### config.mk
export PLATFORM = sky130hd
export DESIGN_NAME = secded_enc_pipe
export DESIGN_NICKNAME = d
export VERILOG_FILES = /design/src/rtl/secded_pkg.sv /design/src/rtl/secded_skid.sv /design/src/rtl/secded_enc_pipe.sv
export SDC_FILE = /design/constraint.sdc
export NUM_CORES = 1
export LEC_CHECK = 0
export BUFFER_PORTS_ARGS = -buffer_cell sky130_fd_sc_hd__clkbuf_2
export CORE_MARGIN = 4
export CORE_UTILIZATION = 30
export CTS_CLUSTER_SIZE = 25
export DETAILED_ROUTE_END_ITERATION = 16
export HOLD_SLACK_MARGIN = 0.05
export PLACE_DENSITY = 0.51
export SYNTH_ARGS = -nofsm -noshare
export SYNTH_HDL_FRONTEND = slang
export SYNTH_SLANG_ARGS = --single-unit
### constraint.sdc
create_clock -name clk -period 1.8 [get_ports clk]
set_input_delay 0.27 -clock clk [delete_from_list [all_inputs] [get_ports clk]]
set_output_delay 0.27 -clock clk [all_outputs]
set_load 0.05 [all_outputs]
### src/rtl/secded_pkg.sv
// ---------------------------------------------------------------------------
// secded_pkg : Hsiao SEC-DED column generation shared by encoder and decoder
// Rev 1.0
// ---------------------------------------------------------------------------
`default_nettype none

package secded_pkg;

  typedef enum logic [1:0] {
    SKID_EMPTY = 2'd0,
    SKID_ONE   = 2'd1,
    SKID_FULL  = 2'd2
  } skid_state_e;

  localparam int MAX_DATA_W = 64;
  localparam int MAX_CHK_W  = 8;

  // Smallest r with 2^(r-1) >= k + r; scanning downward leaves the smallest.
  function automatic int chk_w(input int k);
    int r;
    r = MAX_CHK_W;
    for (int c = MAX_CHK_W; c >= 2; c--) begin
      if ((1 << (c - 1)) >= k + c) r = c;
    end
    return r;
  endfunction

  function automatic int popcnt8(input int v);
    int n;
    n = 0;
    for (int b = 0; b < 8; b++) n += (v >> b) & 1;
    return n;
  endfunction

  // Column i of H: weight-3 values ascending, then weight 5, then weight 7.
  function automatic logic [7:0] hsiao_col(input int k, input int r, input int i);
    logic [7:0] col;
    int         n;
    col = '0;
    n   = 0;
    if (i < k) begin
      for (int w = 3; w <= 7; w += 2) begin
        for (int v = 0; v < (1 << r); v++) begin
          if (popcnt8(v) == w) begin
            if (n == i) col = 8'(v);
            n++;
          end
        end
      end
    end
    return col;
  endfunction

  // Row j of H over the data bits, built in one enumeration pass.
  function automatic logic [MAX_DATA_W-1:0] row_mask(input int k, input int r, input int j);
    logic [MAX_DATA_W-1:0] m;
    int                    n;
    m = '0;
    n = 0;
    for (int w = 3; w <= 7; w += 2) begin
      for (int v = 0; v < (1 << r); v++) begin
        if (popcnt8(v) == w) begin
          if (n < k && ((v >> j) & 1) == 1) m[n] = 1'b1;
          n++;
        end
      end
    end
    return m;
  endfunction

endpackage

`default_nettype wire

### src/rtl/secded_skid.sv
// ---------------------------------------------------------------------------
// secded_skid : 2-entry in-order valid/ready skid buffer, registered handshakes
// Rev 1.0
// ---------------------------------------------------------------------------
`default_nettype none

module secded_skid
  import secded_pkg::*;
#(
  parameter int WIDTH = 39
) (
  input  logic             clk,
  input  logic             rst_n,
  input  logic             in_valid_i,
  output logic             in_ready_o,
  input  logic [WIDTH-1:0] in_data_i,
  output logic             out_valid_o,
  input  logic             out_ready_i,
  output logic [WIDTH-1:0] out_data_o
);

  skid_state_e      state_q;
  logic             in_ready_q;
  logic             out_valid_q;
  logic [WIDTH-1:0] head_q;
  logic [WIDTH-1:0] tail_q;

  logic push;
  logic pop;

  assign push = in_valid_i & in_ready_q;
  assign pop  = out_valid_q & out_ready_i;

  // head_q is always the presented word; tail_q only holds data in FULL.
  always_ff @(posedge clk or negedge rst_n) begin
    if (!rst_n) begin
      state_q     <= SKID_EMPTY;
      in_ready_q  <= 1'b0;
      out_valid_q <= 1'b0;
      head_q      <= '0;
      tail_q      <= '0;
    end else begin
      in_ready_q <= 1'b1;
      case (state_q)
        SKID_EMPTY: begin
          if (push) begin
            head_q      <= in_data_i;
            out_valid_q <= 1'b1;
            state_q     <= SKID_ONE;
          end
        end
        SKID_ONE: begin
          case ({push, pop})
            2'b10: begin
              tail_q     <= in_data_i;
              in_ready_q <= 1'b0;
              state_q    <= SKID_FULL;
            end
            2'b01: begin
              out_valid_q <= 1'b0;
              state_q     <= SKID_EMPTY;
            end
            2'b11: head_q <= in_data_i;
            default: ;
          endcase
        end
        SKID_FULL: begin
          if (pop) begin
            head_q  <= tail_q;
            state_q <= SKID_ONE;
          end else begin
            in_ready_q <= 1'b0;
          end
        end
        default: begin
          out_valid_q <= 1'b0;
          state_q     <= SKID_EMPTY;
        end
      endcase
    end
  end

  assign in_ready_o  = in_ready_q;
  assign out_valid_o = out_valid_q;
  assign out_data_o  = head_q;

endmodule

`default_nettype wire

### src/rtl/secded_enc_pipe.sv
// ---------------------------------------------------------------------------
// secded_enc_pipe : parametrised Hsiao SEC-DED encoder behind a skid buffer
// Rev 1.0
// ---------------------------------------------------------------------------
`default_nettype none

module secded_enc_pipe
  import secded_pkg::*;
#(
  parameter  int DATA_W = 32,
  parameter  bit INJ_EN = 1'b0,
  localparam int CHK_W  = chk_w(DATA_W),
  localparam int CODE_W = DATA_W + CHK_W
) (
  input  logic              clk,
  input  logic              rst_n,
  input  logic              in_valid,
  output logic              in_ready,
  input  logic [DATA_W-1:0] in_data,
  input  logic [CODE_W-1:0] in_inj,
  output logic              out_valid,
  input  logic              out_ready,
  output logic [CODE_W-1:0] out_code,
  output logic [15:0]       word_cnt
);

  if (DATA_W < 8 || DATA_W > MAX_DATA_W) begin : g_param_chk
    $error("secded_enc_pipe: DATA_W must be within 8..64");
  end

  logic [CHK_W-1:0]  chk;
  logic [CODE_W-1:0] code_d;
  logic [15:0]       word_cnt_q;
  logic [15:0]       word_cnt_d;

  // One flat XOR reduction per check bit, masked by its row of H.
  for (genvar j = 0; j < CHK_W; j++) begin : g_chk
    localparam logic [MAX_DATA_W-1:0] c_row = row_mask(DATA_W, CHK_W, j);
    assign chk[j] = ^(in_data & c_row[DATA_W-1:0]);
  end

  if (INJ_EN) begin : g_inj
    assign code_d = {chk, in_data} ^ in_inj;
  end else begin : g_no_inj
    logic unused_inj;
    assign unused_inj = ^in_inj;
    assign code_d     = {chk, in_data};
  end

  secded_skid #(
    .WIDTH (CODE_W)
  ) u_skid (
    .clk         (clk),
    .rst_n       (rst_n),
    .in_valid_i  (in_valid),
    .in_ready_o  (in_ready),
    .in_data_i   (code_d),
    .out_valid_o (out_valid),
    .out_ready_i (out_ready),
    .out_data_o  (out_code)
  );

  assign word_cnt_d = (out_valid && out_ready && word_cnt_q != 16'hFFFF)
                    ? word_cnt_q + 16'd1 : word_cnt_q;

  always_ff @(posedge clk or negedge rst_n) begin
    if (!rst_n) word_cnt_q <= '0;
    else        word_cnt_q <= word_cnt_d;
  end

  assign word_cnt = word_cnt_q;

endmodule

`default_nettype wire
==> results of run 1 <==
[layout make-up]
| cell class | count | area share |
|---|---|---|
| Tap cell | 216 | 0.0425 |
| Timing Repair Buffer | 133 | 0.148 |
| Clock buffer | 12 | 0.0403 |
| Inverter | 11 | 0.00649 |
| Clock inverter | 4 | 0.00413 |
| Sequential cell | 98 | 0.387 |
| Multi-Input combinational cell | 284 | 0.371 |
[worst max-delay path, cell delays in order, from the launching register on]
cell and delay [ns]:
dfrtp_1 0.40, buf_4 0.16, ha_4 0.17, nor2_4 0.12, nor2_1 0.07, nor3_4 0.19, buf_12 0.15, buf_12 0.13
buf_4 0.11, o211ai_2 0.08, o21a_1 0.13
[what timing repair did]
action                                 CTS  global route
pin swaps                                0             2
setup buffers                            0             8
gates cloned                             0             4
hold buffers                             1             0
setup endpoints to repair               12            34
gates resized for setup                  1            11
endpoints found under the hold margin   98             0
[sequential cells by signal, summed over array words and instances (netlist names)]
name and cells:
u_skid.out_valid_o 1, u_skid.out_data_o 39, u_skid.in_ready_o 1, u_skid.state_q 2, u_skid.tail_q 39, word_cnt 16
[worst max-delay path by stage]
stage                     cells after the start                                 to  slack, ns
after floorplan                               5           word_cnt[15]$_DFFE_PN0P_      0.005
after global placement                        5      u_skid.tail_q[38]$_DFFE_PN0P_      -0.09
after detailed placement                      5      u_skid.tail_q[35]$_DFFE_PN0P_      -0.12
after CTS                                     9  u_skid.out_data_o[21]$_DFFE_PN0P_       0.02
after global routing                         10  u_skid.out_data_o[35]$_DFFE_PN0P_      -0.09
final                                        10  u_skid.out_data_o[33]$_DFFE_PN0P_      -0.02
[cell families after synthesis]
family,share of synthesized area
DFF,0.503
and+or+nand+nor,0.0742
muxes,0.158
xor gates and xnor gates,0.160
AOI/OAI and AO/OA,0.0673
buffers and inverters,0.0241
adders and majority gates,0.0128
[report_power, final]
part | total (µW) | switching [µW] | internal (µW)
registers | 3810 | 561 | 3250
logic | 7310 | 4320 | 2990
clock network | 1850 | 839 | 1010
total | 13000 | 5720 | 7250
[routing by layer]
layer | up-vias | track usage | share of wire
met5 | - | 0 | 0
met4 | 0 | 0.0571 | 0.018
met3 | 17 | 0.0360 | 0.061
met2 | 80 | 0.204 | 0.47
met1 | 1742 | 0.167 | 0.45
li1 | 1668 | - | -
[stage by stage]
step                instance area, µm²   util  worst slack (ns)
detailed placement                5840  0.368            -0.122
floorplan                         4900      -           0.00478
global placement                  5840  0.368           -0.0885
finish                            6360  0.401           -0.0250
CTS                               6140  0.386            0.0213
global route                      6360  0.401           -0.0866
[layout by cell type (no fill, tap or decap), types with 2 or more instances in the layout]
cell type,synthesis,layout
nand2_1,20,20
clkbuf_16,0,13
clkbuf_2,0,91
ha_1,5,2
o31ai_1,2,2
buf_12,0,6
and3_1,3,3
a31oi_1,2,2
mux2i_1,32,32
clkbuf_8,0,2
nand3_1,6,6
xnor3_1,16,16
dfrtp_1,98,88
o21ai_0,8,8
mux2_2,40,40
nor3_1,3,2
nand4_1,3,3
inv_2,0,2
o21a_1,2,2
xor2_1,12,12
xnor2_1,33,33
nor2_1,47,46
inv_1,11,9
o22ai_1,5,5
ha_4,0,3
buf_4,0,29
clkinv_2,0,2
a21oi_1,37,36
dfrtp_2,0,10
==> run summary, run 1 <==
=================================================================================================
Result of the run                                                                    finished, violations left
Violations in the final reports                                                      negative setup slack
Antenna cells                                                                                   0
Post-route clock period utilization                                                          1.01
Floorplan die area                                                                     18,300 µm²
Share of Yosys cell area claimed by the top area cell type                                  0.503
Area of the multi-input gates                                                            2360 µm²
EDFF count, synth                                                                               0
Remaining number of nets flagged by the antenna check after routing                             0
Total gr overflow                                                                               0
Drt via density                                                                              4.63
Final hold violation count                                                                      0
Detailed placement HPWL                                                                   8.26 mm
Combined area of all synthesized cells                                                   4870 µm²
Placer congestion estimate                                                                  0.823
Element type at the critical path start                                                 flip-flop
Highest attainable clock frequency                                                        548 MHz
Path category of the worst min-delay check                                           input pin to flip-flop
Y dimension of the die                                                                     135 µm
Starting utilization of the core area                                                       0.307
Skew final                                                                             0.00941 ns
Number of violations reported at the end of detailed-routing iteration 0                      170
Final Max Tran Viols                                                                            0
Leakage power of the design                                                            0.00291 µW
Asr flop ratio synth                                                                         1.00
Total number of vias                                                                        3,507
Fraction of the yosys area taken by sequential cells                                        0.503
Number of cells on the worst reg-to-reg path                                                   10
Non-Filler Instances                                                                          758
Setup TNS after final layout                                                           -0.0250 ns
Number of core rows                                                                            46
Headroom to the max-slew limit                                                              0.631
Measured slew at the worst slew-check pin                                                0.554 ns
Worst hold endpoint                                                                  u_skid.out_valid_o$_DFFE_PN0P_
Dominant cell type by area after synthesis                                                dfrtp_1
Total track usage                                                                           0.129
Main synth FF type                                                                        dfrtp_1
Most numerous cell in the Yosys netlist                                                   dfrtp_1
Clock tree from TritonCTS                                                                   built
Source of the worst register-to-register timing path                                 u_skid.state_q[1]$_DFFE_PN0P_
Worst EP required                                                                         2.03 ns
Final Critical Period                                                                     1.82 ns
Clk root buf                                                                            clkbuf_16
Number of clock sinks seen by CTS                                                              98
Final Worst Setup Slack                                                                -0.0250 ns
Max rail drop VDD                                                                        0.767 mV
Number of CTS-inserted buffers                                                                  9
Depth of the CTS H-tree                                                                         3
Syn-to-layout area delta                                                                    30.6%
Vias in the first global route                                                              3,445
Crit Path Category                                                                   flip-flop to flip-flop
Gate Count Post-Synth                                                                         411
Worst-path maximum fanout                                                                       5
Startpoint of the most critical hold path                                               out_ready
Syn_nets                                                                                      491
Post-Route Hold Slack                                                                    0.213 ns
Number of antenna violations at the first check in global routing                               0
Number of primary I/O pins                                                                    132
Reg2Reg Setup Slack                                                                      -0.02 ns
Ratio of total power to cell area                                                     2040 nW/µm²
Count of buffers from port buffering                                                           92
FILL cells                                                                                  1,589
Yosys warning count                                                                             0
Pwr Total                                                                               13,000 µW
Buffer levels on the longest clock path                                                         2
Area taken by flip-flops and latches                                                     2460 µm²
Pin count of the biggest net entering global routing                                           99
Startpoint of the most critical setup path                                           u_skid.state_q[1]$_DFFE_PN0P_
Maximum Capacitance Violations                                                                  0
Register bit count reported by yosys                                                           98
Share of layout cells above drive strength 1                                                0.380
Critical Path AT                                                                          2.06 ns
Worst r2r dst                                                                        u_skid.out_data_o[33]$_DFFE_PN0P_
Total of endpoints with negative setup slack in the final report                                1
Largest cells by area after synthesis                                                dfrtp_1, mux2_2, xnor3_1
Core box area                                                                          15,900 µm²
Clock latency on the worst-skew pair                                                      0.35 ns
Commonest cells post-synth                                                           dfrtp_1, nor2_1, mux2_2, a21oi_1, xnor2_1
Clock transition at the registers of the reported paths                                   0.07 ns
Crit. End Element                                                                       flip-flop
Number of distinct library cell variants in the gate-level netlist after synthesis             31
Placed Cells incl. Taps                                                                       729
Avg Inst Size Synth                                                                      11.9 µm²
Mean routed wirelength per cell                                                           16.0 µm
Unrepaired setup endpoints after global routing                                               yes
Chip Width                                                                                 135 µm
Number of cells on the worst hold path                                                          4
First-pass GRT wire length                                                                18.2 mm
Routed wire length                                                                        12.2 mm
DRC violation count after routing                                                               0
Final-stage net count                                                                         617
Number of iterations in the first detailed-routing pass                                         4
=================================================================================================
(Power assumes the default switching activity.)
==> run 2: changes to the inputs <==
--- a/config.mk
+++ b/config.mk
@@ -7,2 +7,3 @@
 export LEC_CHECK = 0
+export ABC_AREA = 1
 export BUFFER_PORTS_ARGS = -buffer_cell sky130_fd_sc_hd__clkbuf_2
==> constraint.sdc (replaced) <==
create_clock -name clk -period 1.8 [get_ports clk]
set_input_delay 0.36 -clock clk [delete_from_list [all_inputs] [get_ports clk]]
set_output_delay 0.36 -clock clk [all_outputs]
set_load 0.05 [all_outputs]
==> run 2 against run 1 <==
The flow now finishes without violations. Critical endpoint is now u_skid.out_data_o[32]$_DFFE_PN0P_. Area after synthesis up 12%. Register-to-register slack better by 0.21 ns. Synthesized cell count up 83%. Die area up 12%. Critical path type unchanged.
==> run summary, run 2 <==
=================================================================================================
Measured slew at the worst slew-check pin                                                0.464 ns
Element type at the critical path start                                                 flip-flop
EDFF count, synth                                                                               0
Clock transition at the registers of the reported paths                                   0.07 ns
Number of cells on the worst reg-to-reg path                                                   10
Max rail drop VDD                                                                        0.885 mV
DRC violation count after routing                                                               0
Final hold violation count                                                                      0
Total number of vias                                                                        4,896
Number of cells on the worst hold path                                                          3
Syn-to-layout area delta                                                                    20.6%
Main synth FF type                                                                        dfrtp_1
Depth of the CTS H-tree                                                                         3
Commonest non-fill, non-tap cell in the layout                                            nand2_1
Crit Path Category                                                                   flip-flop to flip-flop
Number of iterations in the first detailed-routing pass                                         4
Number of clock sinks seen by CTS                                                              98
Number of antenna violations at the first check in global routing                               0
Remaining number of nets flagged by the antenna check after routing                             0
Clk root buf                                                                            clkbuf_16
Worst EP required                                                                         2.04 ns
Avg Inst Size Synth                                                                      7.28 µm²
Leakage power of the design                                                            0.00352 µW
First-pass GRT wire length                                                                24.2 mm
Chip Width                                                                                 143 µm
Ratio of total power to cell area                                                     1860 nW/µm²
Vias in the first global route                                                              4,825
Final Critical Period                                                                     1.62 ns
Highest-count cells in the layout ignoring fill and taps                             nand2_1, dfrtp_1, clkbuf_2
Floorplan die area                                                                     20,500 µm²
Commonest cells post-synth                                                           nand2_1, dfrtp_1, inv_1, nand3_1, nor2_1
Worst hold endpoint                                                                  u_skid.out_data_o[20]$_DFFE_PN0P_
Post-route clock period utilization                                                         0.899
Total gr overflow                                                                               0
Starting utilization of the core area                                                       0.305
Number of CTS-inserted buffers                                                                  9
Skew final                                                                             0.00512 ns
Routed wire length                                                                        14.3 mm
Maximum Capacitance Violations                                                                  0
Share of Yosys cell area claimed by the top area cell type                                  0.448
Total of endpoints with negative setup slack in the final report                                0
Setup TNS after final layout                                                                 0 ns
Pin count of the biggest net entering global routing                                           65
Path category of the worst min-delay check                                           input pin to flip-flop
Combined area of all synthesized cells                                                   5470 µm²
Number of core rows                                                                            49
Worst-path maximum fanout                                                                      14
Y dimension of the die                                                                     143 µm
Dominant cell type by area after synthesis                                                dfrtp_1
Detailed placement HPWL                                                                   10.5 mm
Count of buffers from port buffering                                                           92
Clock tree from TritonCTS                                                                   built
Placer congestion estimate                                                                  0.835
Largest cells by area after synthesis                                                dfrtp_1, nand2_1, nand3_1
Total track usage                                                                           0.148
Final Max Tran Viols                                                                            0
FILL cells                                                                                  1,911
Quantity of hold-fixing buffers added after cts                                                 1
Yosys warning count                                                                             0
Final-stage net count                                                                         921
Syn_nets                                                                                      832
Critical Path AT                                                                          1.86 ns
Pwr Total                                                                               12,300 µW
Startpoint of the most critical hold path                                             in_data[20]
Mean routed wirelength per cell                                                           13.3 µm
Worst r2r dst                                                                        u_skid.out_data_o[32]$_DFFE_PN0P_
Fraction of the yosys area taken by sequential cells                                        0.448
Asr flop ratio synth                                                                         1.00
Number of violations reported at the end of detailed-routing iteration 0                      170
Buffer levels on the longest clock path                                                         2
Unrepaired setup endpoints after global routing                                                no
Reg2Reg Setup Slack                                                                       0.18 ns
Register bit count reported by yosys                                                           98
Number of resized instances in the post-cts repair step                                         0
Share of layout cells above drive strength 1                                                0.168
Number of distinct library cell variants in the gate-level netlist after synthesis             32
Gate Count Post-Synth                                                                         752
Number of primary I/O pins                                                                    132
Most numerous cell in the Yosys netlist                                                   nand2_1
Drt via density                                                                              4.55
Result of the run                                                                    complete, no violations
Buffers inserted by post-CTS timing repair                                                      0
Highest attainable clock frequency                                                        618 MHz
Crit. End Element                                                                       flip-flop
Source of the worst register-to-register timing path                                 u_skid.state_q[0]$_DFFE_PN0P_
Antenna cells                                                                                   0
Core box area                                                                          18,000 µm²
Clock latency on the worst-skew pair                                                      0.35 ns
Headroom to the max-slew limit                                                              0.691
=================================================================================================
## run 2: changes by cell type in the layout (fill, tap and decap cells not counted), moves of 10 or more
cell	previous run	this run
o21ai_1	0	19
inv_1	9	57
dfrtp_2	10	0
xnor3_1	16	0
dfrtp_1	88	98
buf_4	29	8
mux2_2	40	0
a21oi_1	36	6
xnor2_1	33	12
nand3_1	6	54
mux2i_1	32	0
nand2_1	20	317
o21ai_0	8	18
a31oi_1	2	32
## run 2: metrics by stage
| stage | util | cells | worst slack, ns | cell area, µm² | hold WS (ns) |
|---|---|---|---|---|---|
| after global placement | 0.348 | 1058 | 0.157 | 6250 | 0.305 |
| final | 0.367 | 1075 | 0.182 | 6600 | 0.298 |
| after global routing | 0.367 | 1075 | 0.00411 | 6600 | 0.307 |
| after floorplan | - | 752 | 0.0555 | 5470 | 0.0644 |
| after detailed placement | 0.348 | 1058 | 0.153 | 6250 | 0.306 |
| after CTS | 0.367 | 1075 | 0.139 | 6600 | 0.287 |
## run 2: kinds of logic (layout without fill, tap and decap cells)
| logic type | Yosys count | count (layout) | synth area share |
|---|---|---|---|
| simple gates | 446 | 446 | 0.338 |
| flops | 98 | 98 | 0.448 |
| buf+inv | 94 | 188 | 0.0729 |
| compound gates | 78 | 78 | 0.0802 |
| xor+xnor | 31 | 31 | 0.0496 |
| fa+ha+maj | 5 | 5 | 0.0114 |
## run 2: worst max-delay path by stage
stage / from / end / depth (start not counted)
floorplan: word_cnt[0]$_DFFE_PN0P_ / word_cnt[4]$_DFFE_PN0P_ / 8
global placement: u_skid.state_q[0]$_DFFE_PN0P_ / u_skid.out_data_o[32]$_DFFE_PN0P_ / 10
CTS: u_skid.state_q[0]$_DFFE_PN0P_ / u_skid.out_data_o[32]$_DFFE_PN0P_ / 10
finish: u_skid.state_q[0]$_DFFE_PN0P_ / u_skid.out_data_o[32]$_DFFE_PN0P_ / 10
detailed placement: u_skid.state_q[0]$_DFFE_PN0P_ / u_skid.out_data_o[32]$_DFFE_PN0P_ / 10
global route: word_cnt[1]$_DFFE_PN0P_ / word_cnt[13]$_DFFE_PN0P_ / 8
## run 2: routing by layer
layer | wire length, µm | global-route usage | share of wire | vias to the layer above
met5 | 0 | 0 | 0 | -
met4 | 210 | 0.0450 | 0.015 | 0
met3 | 678 | 0.0281 | 0.047 | 16
met2 | 6580 | 0.243 | 0.46 | 96
met1 | 6810 | 0.199 | 0.48 | 2216
li1 | - | - | - | 2568
## run 2: report_power, final
part	switching (µW)	total [µW]	internal, µW
logic	4470	6280	1800
registers	561	3770	3210
clock network	886	2240	1360
## run 2: area by class of cell
cell class | count | area (µm²) | share of cell area
inverters | 66 | 250 | 0.0379
well taps | 229 | 287 | 0.0434
flip-flops and latches | 98 | 2450 | 0.372
clock buffers | 9 | 225 | 0.0341
repair buffers | 106 | 646 | 0.0978
multi-input cells | 560 | 2620 | 0.397
clock inverters | 7 | 118 | 0.0178
## run 2: worst max-delay path, stage by stage, from the launching register on
cell and delay [ns]:
dfrtp_1 0.40, inv_1 0.10, ha_1 0.19, inv_2 0.06, o21ai_2 0.20, nor2_4 0.06
nand2_4 0.07, buf_4 0.20, a21oi_1 0.06, nand2_1 0.12, nand2_1 0.06
==> run 3: changes to the inputs <==
BUFFER_PORTS_ARGS = unset   (was -buffer_cell sky130_fd_sc_hd__clkbuf_2)
CORE_ASPECT_RATIO = 0.9   (was unset)
CTS_CLUSTER_SIZE = 14   (was 25)
DONT_BUFFER_PORTS = 1   (was unset)
PLACE_DENSITY = 0.44   (was 0.51)
==> run 3 against run 2 <==
The run now ends with negative hold slack left. Cell area decreased by 6.1%. Die area about the same. Sequential share of layout area increased by 2.4 points. Utilization decreased by 1.9 points. Total power decreased by 4.4%. Global-route usage decreased by 0.46 points. Hold slack got worse by 0.60 ns. Register-to-register slack got worse by 0.02 ns. Largest cell class unchanged.
==> run summary, run 3 (synthesis gave the netlist of run 2 again) <==
=======================================================================================
Buffers inserted by post-CTS timing repair                                            0
Placer congestion estimate                                                        0.853
Post-Route Hold Slack                                                         -0.303 ns
Clk root buf                                                                  clkbuf_16
Maximum Capacitance Violations                                                        0
Total of endpoints with negative setup slack in the final report                      0
Part of the power in the clock network                                            0.192
Unrepaired setup endpoints after global routing                                      no
Starting utilization of the core area                                             0.308
Path category of the worst min-delay check                                 input pin to async pin
Buffer levels on the longest clock path                                               2
Max rail drop VDD                                                              0.722 mV
Cell area after layout                                                         6200 µm²
Sw Share                                                                          0.486
Routed wire length                                                              14.2 mm
Critical Path AT                                                                1.91 ns
Vias in the first global route                                                    4,603
Number of clock sinks seen by CTS                                                    98
Count of buffers from port buffering                                                  0
Worst-path maximum fanout                                                            36
Top routing layer in use                                                           met4
Number of cells on the worst reg-to-reg path                                         10
Final hold violation count                                                           98
Number of antenna violations at the first check in global routing                     0
Met3 layer wire length in the routed design                                      687 µm
Number of core rows                                                                  46
Ratio of total power to cell area                                           1900 nW/µm²
Crit Path Category                                                         flip-flop to flip-flop
Total track usage                                                                 0.144
Violations in the final reports                                            negative hold slack
Commonest non-fill, non-tap cell in the layout                                  nand2_1
Antenna cells                                                                         0
DP Area                                                                        5850 µm²
Depth of the CTS H-tree                                                               3
First-pass GRT wire length                                                      23.5 mm
Headroom to the max-slew limit                                                    0.642
Mean routed wirelength per cell                                                 14.2 µm
Clock tree from TritonCTS                                                         built
Pin count of the biggest net entering global routing                                 99
Worst EP required                                                               2.07 ns
Syn-to-layout area delta                                                          13.3%
Floorplan die area                                                           20,500 µm²
Number of violations reported at the end of detailed-routing iteration 0            195
Crit. End Element                                                             flip-flop
Leakage power of the design                                                  0.00318 µW
Post-route clock period utilization                                               0.911
Clock latency on the worst-skew pair                                            0.35 ns
Setup TNS after final layout                                                       0 ns
Final Critical Period                                                           1.64 ns
Detailed placement HPWL                                                         10.3 mm
Final-stage net count                                                               840
Y dimension of the die                                                           136 µm
Internal power summed over all cells                                            6050 µW
Total number of vias                                                              4,707
Length of routed met2 wiring                                                    6.58 mm
Switch Pwr                                                                      5710 µW
Drt via density                                                                    4.68
Share of layout cells above drive strength 1                                     0.0810
Highest-count cells in the layout ignoring fill and taps                   nand2_1, dfrtp_1, inv_1
Chip Width                                                                       150 µm
Total gr overflow                                                                     0
Number of primary I/O pins                                                          132
Core box area                                                                17,800 µm²
Final Max Tran Viols                                                                  0
Clock transition at the registers of the reported paths                         0.07 ns
Element type at the critical path start                                       flip-flop
Number of CTS-inserted buffers                                                        9
Highest attainable clock frequency                                              610 MHz
DRC violation count after routing                                                     0
Skew final                                                                   0.00559 ns
Part of the total power dissipated in combinational logic                         0.354
Remaining number of nets flagged by the antenna check after routing                   0
Number of iterations in the first detailed-routing pass                               5
WL met1                                                                         6.76 mm
Seq pwr share                                                                     0.454
Measured slew at the worst slew-check pin                                      0.537 ns
Number of resized instances in the post-cts repair step                               0
Result of the run                                                          finished, violations left
=======================================================================================
==> run 3: cell count changes in the layout (fill, tap and decap cells not counted), sizes merged <==
cell / previous run / this run
buf: 14 / 25
clkbuf: 100 / 9
clkinvlp: 3 / 1
dlygate4sd3: 1 / 0
inv: 66 / 68
==> run 3: critical path: stages (launching register included) <==
cell and delay (ns):
dfrtp_1 0.37, inv_1 0.08, ha_1 0.23, nand2_1 0.10, o21ai_2 0.08, nor2_4 0.12
nand2_4 0.07, inv_4 0.08, buf_12 0.19, nor2_1 0.06, a31oi_1 0.16
==> run 3: worst paths after layout <==
path                       slack [ns]                                end                          start
max                              0.16  u_skid.out_data_o[21]$_DFFE_PN0P_  u_skid.state_q[0]$_DFFE_PN0P_
max in group asynchronous        1.97       u_skid.tail_q[3]$_DFFE_PN0P_                          rst_n
max reg2reg                      0.16  u_skid.out_data_o[21]$_DFFE_PN0P_  u_skid.state_q[0]$_DFFE_PN0P_
min in group clk                 0.13       u_skid.tail_q[6]$_DFFE_PN0P_                     in_data[6]
min reg2reg                      0.48      u_skid.tail_q[25]$_DFFE_PN0P_  u_skid.tail_q[25]$_DFFE_PN0P_
min                             -0.30  u_skid.out_data_o[21]$_DFFE_PN0P_                          rst_n
==> run 3: routing by layer <==
| metal | up-vias | GRT usage |
|---|---|---|
| met5 | - | 0 |
| met1 | 2206 | 0.188 |
| li1 | 2409 | - |
| met4 | 0 | 0.0427 |
| met3 | 14 | 0.0377 |
| met2 | 78 | 0.234 |
==> run 3: layout make-up <==
class                           count  area [µm²]
Tap cell                          240         300
Timing Repair Buffer               25         225
Clock buffer                        9         225
Fill cell                        1895       11600
Inverter                           66         250
Multi-Input combinational cell    560        2620
Sequential cell                    98        2450
Clock inverter                      7         124
==> run 3: power groups by stage <==
stage / sequential [µW] / combinational, µW / clock (µW)
after floorplan: 5550 / 2980 / 0
after global placement: 5390 / 4140 / 0
after detailed placement: 5410 / 4220 / 0
after CTS: 5370 / 4240 / 2320
after global routing: 5470 / 4740 / 2420
final: 5340 / 4160 / 2260
==> run 3: stage by stage <==
stage / instances / power [µW] / hold slack [ns] / util / worst slack [ns]
floorplan: 752 / 8520 / 0.0644 / - / 0.0555
global placement: 989 / 9530 / 0.0666 / 0.329 / 0.213
detailed placement: 989 / 9640 / 0.0662 / 0.329 / 0.165
CTS: 1005 / 11900 / -0.314 / 0.349 / 0.152
global route: 1005 / 12600 / -0.326 / 0.349 / 0.0385
finish: 1005 / 11800 / -0.303 / 0.349 / 0.159
